<file path="src/rtl/cacheline_burst_adaptor.sv">
// Splits a cache line read/write into a fixed burst of BURST_W-bit beats on the
// memory side and returns a single line-wide completion to the cache.
module cacheline_burst_adaptor #(
    parameter int unsigned LINE_W  = 256,
    parameter int unsigned BURST_W = 64,
    parameter int unsigned BEATS   = LINE_W / BURST_W
) (
    input  logic               clk,
    input  logic               rst,
    input  logic [LINE_W-1:0]  line_i,
    output logic [LINE_W-1:0]  line_o,
    input  logic [31:0]        address_i,
    input  logic               read_i,
    input  logic               write_i,
    output logic               resp_o,
    input  logic [BURST_W-1:0] burst_i,
    output logic [BURST_W-1:0] burst_o,
    output logic [31:0]        address_o,
    output logic               read_o,
    output logic               write_o,
    input  logic               resp_i
);

    localparam int unsigned      CNT_W = (BEATS > 1) ? $clog2(BEATS) : 1;
    localparam logic [CNT_W-1:0] LAST  = CNT_W'(BEATS - 1);

    typedef enum logic [1:0] {
        IDLE = 2'd0,
        RD   = 2'd1,
        WR   = 2'd2,
        DONE = 2'd3
    } state_e;

    state_e            state_q, state_d;
    logic [CNT_W-1:0]  cnt_q, cnt_d;
    logic [31:0]       addr_q, addr_d;
    logic [LINE_W-1:0] wline_q, wline_d;
    logic [LINE_W-1:0] rline_q, rline_d;

    // Byte offset within the line is dropped; bursts always start line-aligned.
    logic unused_addr_bits;
    assign unused_addr_bits = ^address_i[4:0];

    always_ff @(posedge clk or negedge rst) begin
        if (!rst) begin
            state_q <= IDLE;
            cnt_q   <= '0;
            addr_q  <= '0;
            wline_q <= '0;
            rline_q <= '0;
        end else begin
            state_q <= state_d;
            cnt_q   <= cnt_d;
            addr_q  <= addr_d;
            wline_q <= wline_d;
            rline_q <= rline_d;
        end
    end

    always_comb begin
        state_d = state_q;
        cnt_d   = cnt_q;
        addr_d  = addr_q;
        wline_d = wline_q;
        rline_d = rline_q;
        unique case (state_q)
            IDLE: begin
                // Write has priority if the cache raises both requests.
                if (write_i) begin
                    wline_d = line_i;
                    addr_d  = {address_i[31:5], 5'b0};
                    cnt_d   = '0;
                    state_d = WR;
                end else if (read_i) begin
                    addr_d  = {address_i[31:5], 5'b0};
                    cnt_d   = '0;
                    state_d = RD;
                end
            end
            RD: begin
                if (resp_i) begin
                    rline_d[cnt_q*BURST_W +: BURST_W] = burst_i;
                    cnt_d = cnt_q + CNT_W'(1);
                    if (cnt_q == LAST) begin
                        state_d = DONE;
                    end
                end
            end
            WR: begin
                if (resp_i) begin
                    cnt_d = cnt_q + CNT_W'(1);
                    if (cnt_q == LAST) begin
                        state_d = DONE;
                    end
                end
            end
            DONE: begin
                state_d = IDLE;
            end
            default: begin
                state_d = IDLE;
            end
        endcase
    end

    assign read_o    = (state_q == RD);
    assign write_o   = (state_q == WR);
    assign resp_o    = (state_q == DONE);
    assign address_o = addr_q;
    assign line_o    = rline_q;
    assign burst_o   = wline_q[cnt_q*BURST_W +: BURST_W];

endmodule

</file>
<file path="config.mk">
export PLATFORM = sky130hd
export DESIGN_NAME = cacheline_burst_adaptor
export DESIGN_NICKNAME = d
export VERILOG_FILES = /design/src/rtl/cacheline_burst_adaptor.sv
export SDC_FILE = /design/constraint.sdc
export NUM_CORES = 1
export LEC_CHECK = 0
export CAP_MARGIN = 20
export CORE_AREA = 8 8 270 272
export CTS_CLUSTER_DIAMETER = 100
export CTS_CLUSTER_SIZE = 8
export DETAILED_ROUTE_END_ITERATION = 10
export DIE_AREA = 0 0 278 280
export HOLD_SLACK_MARGIN = 0.03
export PLACE_DENSITY = 0.64
export SKIP_LAST_GASP = 1
export SLEW_MARGIN = 20
export SYNTH_ARGS = -nofsm -noshare
export SYNTH_HDL_FRONTEND = slang
export SYNTH_SLANG_ARGS = --single-unit
</file>
<file path="constraint.sdc">
create_clock -name clk -period 4.37 [get_ports clk]
set_clock_uncertainty 0.15 [all_clocks]
set_input_delay 1.0925 -clock clk [delete_from_list [all_inputs] [get_ports clk]]
set_output_delay 1.0925 -clock clk [all_outputs]
set_load 0.02 [all_outputs]
</file>
* Word level (Yosys, flattened, before mapping) *
Cells that the tools add are included.

operators by class
  reduce and logical (&&, ||, !) cells = 9
  add/sub/neg operators = 2
  muxes and demuxes = 12
  $lt $le $gt $ge = 0
  multipliers = 0
  div/mod/pow operators = 0
  bitwise gates (word level) = 0
  equality and inequality tests = 7
  shifts and indexed selects = 3

operators by type and width
  kind                                                                       number
  256-bit bitwise mux                                                        1
  64-bit by 34-bit variable shift with 256-bit output, first input constant  1
  256-bit by 9-bit variable part select with 64-bit output                   1
  64-bit by 34-bit variable part select with 256-bit output                  1
  32-bit two-way mux                                                         2
  8-bit negation with 34-bit output                                          1
  2-bit two-way mux                                                          7
  2-bit equality test, second input constant                                 3
  2-bit one-hot mux with 3 select lines                                      1
  2-bit AND reduction                                                        3
  3-bit AND reduction                                                        2
  2-bit by 1-bit != test with 1-bit output, second input constant            2
  2-bit one-hot mux with 2 select lines                                      1
  2-bit nonzero test                                                         2
  3-bit != test, second input constant                                       1
  2-bit by 1-bit adder with 2-bit output, second input constant              1
  2-bit by 1-bit equality test with 1-bit output, second input constant      1
  2-bit logical NOT                                                          1
  2-bit OR reduction                                                         1

storage, ports and cells
  RAM bits = 0
  output and inout bits = 355
  logic and storage cells = 38
  bits in latches = 0
  memory bits (read-only) = 0
  register bits after elaboration = 548
  memories kept = 0

* Depth between registers and ports, before layout *
  depth in word-level cells = 4
  gate-level depth with buffers = 8
  gate-level depth less buffers = 5

* Worst setup path after synthesis *
No wires, ideal clock.

  path type = register to output
  start = register cnt_q[0]
  end = output burst_o[0]
  path buffers = 3
  required time = 3128 ps
  cell stages (with the launch flop) = 5
  arrival time = 1654 ps
  setup slack = 1474 ps
  cell sequence = dfrtp_1 -> buf_2 -> buf_4 -> buf_2 -> mux4_2

between the ends
  cells in the longest elaborated chain, start to end = 1

ends and longest elaborated chain
  item                                                      RTL line  text
  start: declaration                                        35        logic [CNT_W-1:0] cnt_q, cnt_d;
  start signal: assignment                                  53        cnt_q <= cnt_d;
  256-bit by 9-bit variable part select with 64-bit output  111       assign burst_o = wline_q[cnt_q*BURST_W +: BURST_W];
  end: declaration                                          17        output logic [BURST_W-1:0] burst_o,

Every way passes these cells.

* Worst setup path in the final report *
  start = register cnt_q[0]
  end = output burst_o[54]

Same word-level chain as after synthesis.

==> results.toml <==
[cts]
clock_tree.htree_level_count = 3
cts_buffer_depth = 3
clk_latency_ps = 590
cts_inserted_buffers = 77
ctsResizeCount = 0
cts_root_buffer = "clkbuf_16"
cts_tree = "done"
numClockSinks = 543
clkTransAtPathRegs_ps = 50
cts_hold_buf = 0
post_cts_buffers = 0

[power_and_ir_drop]
sw_frac_of_total = 0.3202
p_int_mw = 14.58
finalPower_mw = 21.45
clock_power_share = 0.245
pwr-share-comb = 0.393
p_seq_frac = 0.363
p_leak_nw = 13.54
p_sw_mw = 6.868
peakVddDrop_mv = 0.4742
p_per_area_nw_per_um2 = 674.6

[worst_setup_path]
cp-end-kind = "output port"
reg2reg_depth = 7
worstPathMaxFanout = 21
arrival_ps = 2900
reg2reg_slack_ps = 1070
cp.required_ps = 3130
critPathKind = "flip-flop to output port"
start_kind = "flip-flop"
r2r_start = "cnt_q[0]$_DFFE_PN0P_"
worstReg2RegEnd = "line_o[95]$_DFFE_PN0P_"
worstSetupStartpoint = "cnt_q[0]$_DFFE_PN0P_"

[synthesis]
yosysWarnings = 0
synth_top_area_cell = "dfrtp_1"
synthTopCellsByArea = "dfrtp_1, mux2_2, a22o_1"
ys_types = 28
synthCells = 1299
ys_seq_area_frac = 0.6331
synth.cell_area_sq_um = 21460
ys_seq_elements = 543
yosysTopAreaCellShare = 0.6331
syn_avg_cell_area_sq_um = 16.52

[routing]
wl_per_cell_microns = 25.27
first_pass_iters = 4
postRouteWirelength_microns = 74280
drc_errors = 0
via_count = 14880
ant_nets = 0
detail_route.vias_per_cell = 5.064
initialDrtViolationCount = 715

[timing]
finalSetupTns_ps = 0
max_slew_margin = 0.3793
fin_crit_sh = 0.9472
max_freq_ghz = 0.2416
finalSetupViolations = 0
worst_slew_pin_slew_ps = 931.1
rsz0062_at_grt = "no"
slew_viol_final = 0
hold_viol = 0
fin_crit_ps = 4139

[finish]
final_layout_size_suffix_gt1_frac = 0.2452
synthToLayoutAreaGrowth_pct = 48.15
num-nets-final = 2401
final_util = 0.4612

[global_route]
grt_pass1_vias = 16570
grtUsageTotal = 0.1866
grt_overflow = 0
grt_pass1_wl_microns = 110600
antenna_found_initial = 21
grt_max_degree = 91

[run_status]
outcome = "complete, no violations"

[die]
ioPinCount = 712
initial_core_util = 0.3113
core_sq_um = 68940
die_height_microns = 280
rows = 97
dieArea_sq_um = 77840
die_w_microns = 278

[min_path]
holdPathEnd = "wline_q[178]$_DFFE_PN0P_"
min_path_cells = 1
hold_path.class = "flip-flop to flip-flop"
min_from = "wline_q[178]$_DFFE_PN0P_"

[placement]
place.gp.congestion = 0.8302
hpwl_microns = 55230
io_buffers = 701

[flow_run]
drv_cap = 0
cells by family after synthesis:
family,after synthesis,synth area share
AND/OR/NAND/NOR,23,0.008978
other,1,0.0001747
adder cells (fa/ha/maj),12,0.006996
buffers and inverters,109,0.02723
AO/OA/AOI/OAI,260,0.1059
multiplexers,351,0.2176
flip-flops,543,0.6331
worst max-delay path, cell delays in order, from the launching register on:
cell             delay, ps
dfrtp_4                750
buf_4                  350
mux4_2                 530
clkdlybuf4s50_1        640
power by group through the flow:
stage	Sequential (mW)	Clock (mW)	Combinational, mW
2_1_floorplan	8.00	0	4.40
3_3_place_gp	7.76	0	8.40
3_5_place_dp	7.86	0	8.52
4_1_cts	7.79	5.42	8.57
5_1_grt	8.00	5.62	8.95
6_report	7.78	5.25	8.42
through the flow:
step           hold WS [ps]  worst slack (ps)  instance area [sq um]  instances
2_1_floorplan         323.9              1474                  21480       1303
3_3_place_gp          331.5             773.6                  29720       2843
3_5_place_dp          337.6             681.5                  29720       2843
4_1_cts               349.5             123.8                  31760       2929
5_1_grt               356.8             42.84                  31780       2932
6_report              348.2             230.7                  31800       2939
sequential cells by signal, summed over array words and instances (netlist names):
register	count
address_o	27
cnt_q	2
line_o	256
state_q	2
wline_q	256
layer usage:
metal	global-route usage	up-vias	part of all wire
met3	0.08148	144	0.11
met5	0	-	0.0016
met1	0.2120	7667	0.37
met4	0.07139	20	0.034
met2	0.3101	681	0.49
li1	-	6372	-
synth_stat cells (all sizes together):
cell and number:
mux2 285, nand3 5, nor3 1, a22oi 1, dfrtp 543, nand2 8, a22o 256, o21ai 2
nor4 3, a221oi 1, nor2 2, nor4b 2, ha 12, inv 7, nand2b 2, buf 68
clkbuf 34, mux2i 2, mux4 64, conb 1
placed cells by master, fill, tap and decap left out, types with 2 or more instances in the layout:
cell type	netlist	layout
dfrtp_1	543	541
nand3_2	1	4
mux2i_1	2	2
clkbuf_16	0	79
diode_2	0	9
clkinv_8	0	2
nor2_1	2	2
clkdlybuf4s50_1	0	700
mux4_2	64	64
inv_1	7	7
conb_1	1	5
nand2_1	7	6
ha_1	12	12
inv_6	0	2
dfrtp_4	0	2
buf_4	7	30
buf_12	0	20
nor4b_4	1	2
nor4_4	3	3
a22o_1	256	256
clkbuf_1	34	3
mux2_2	285	285
worst max-delay path by stage:
stage	endpoint	slack, ps	depth (start not counted)
after floorplan	burst_o[0]	1470	4
after global placement	line_o[62]$_DFFE_PN0P_	770	5
after detailed placement	line_o[42]$_DFFE_PN0P_	680	5
after CTS	burst_o[54]	120	3
after global routing	burst_o[54]	40	3
final	burst_o[54]	230	3
cell type report:
type	count	area, sq um
diodes	9	22.52
clock buffers	82	1988
clock inverters	4	50.05
fillers	6005	37140
inverters	7	26.28
multi-input cells	651	7341
flip-flops and latches	543	13600
well taps	891	1115
repair buffers	752	7659
Note: power is estimated with default switching activity, not from simulation.
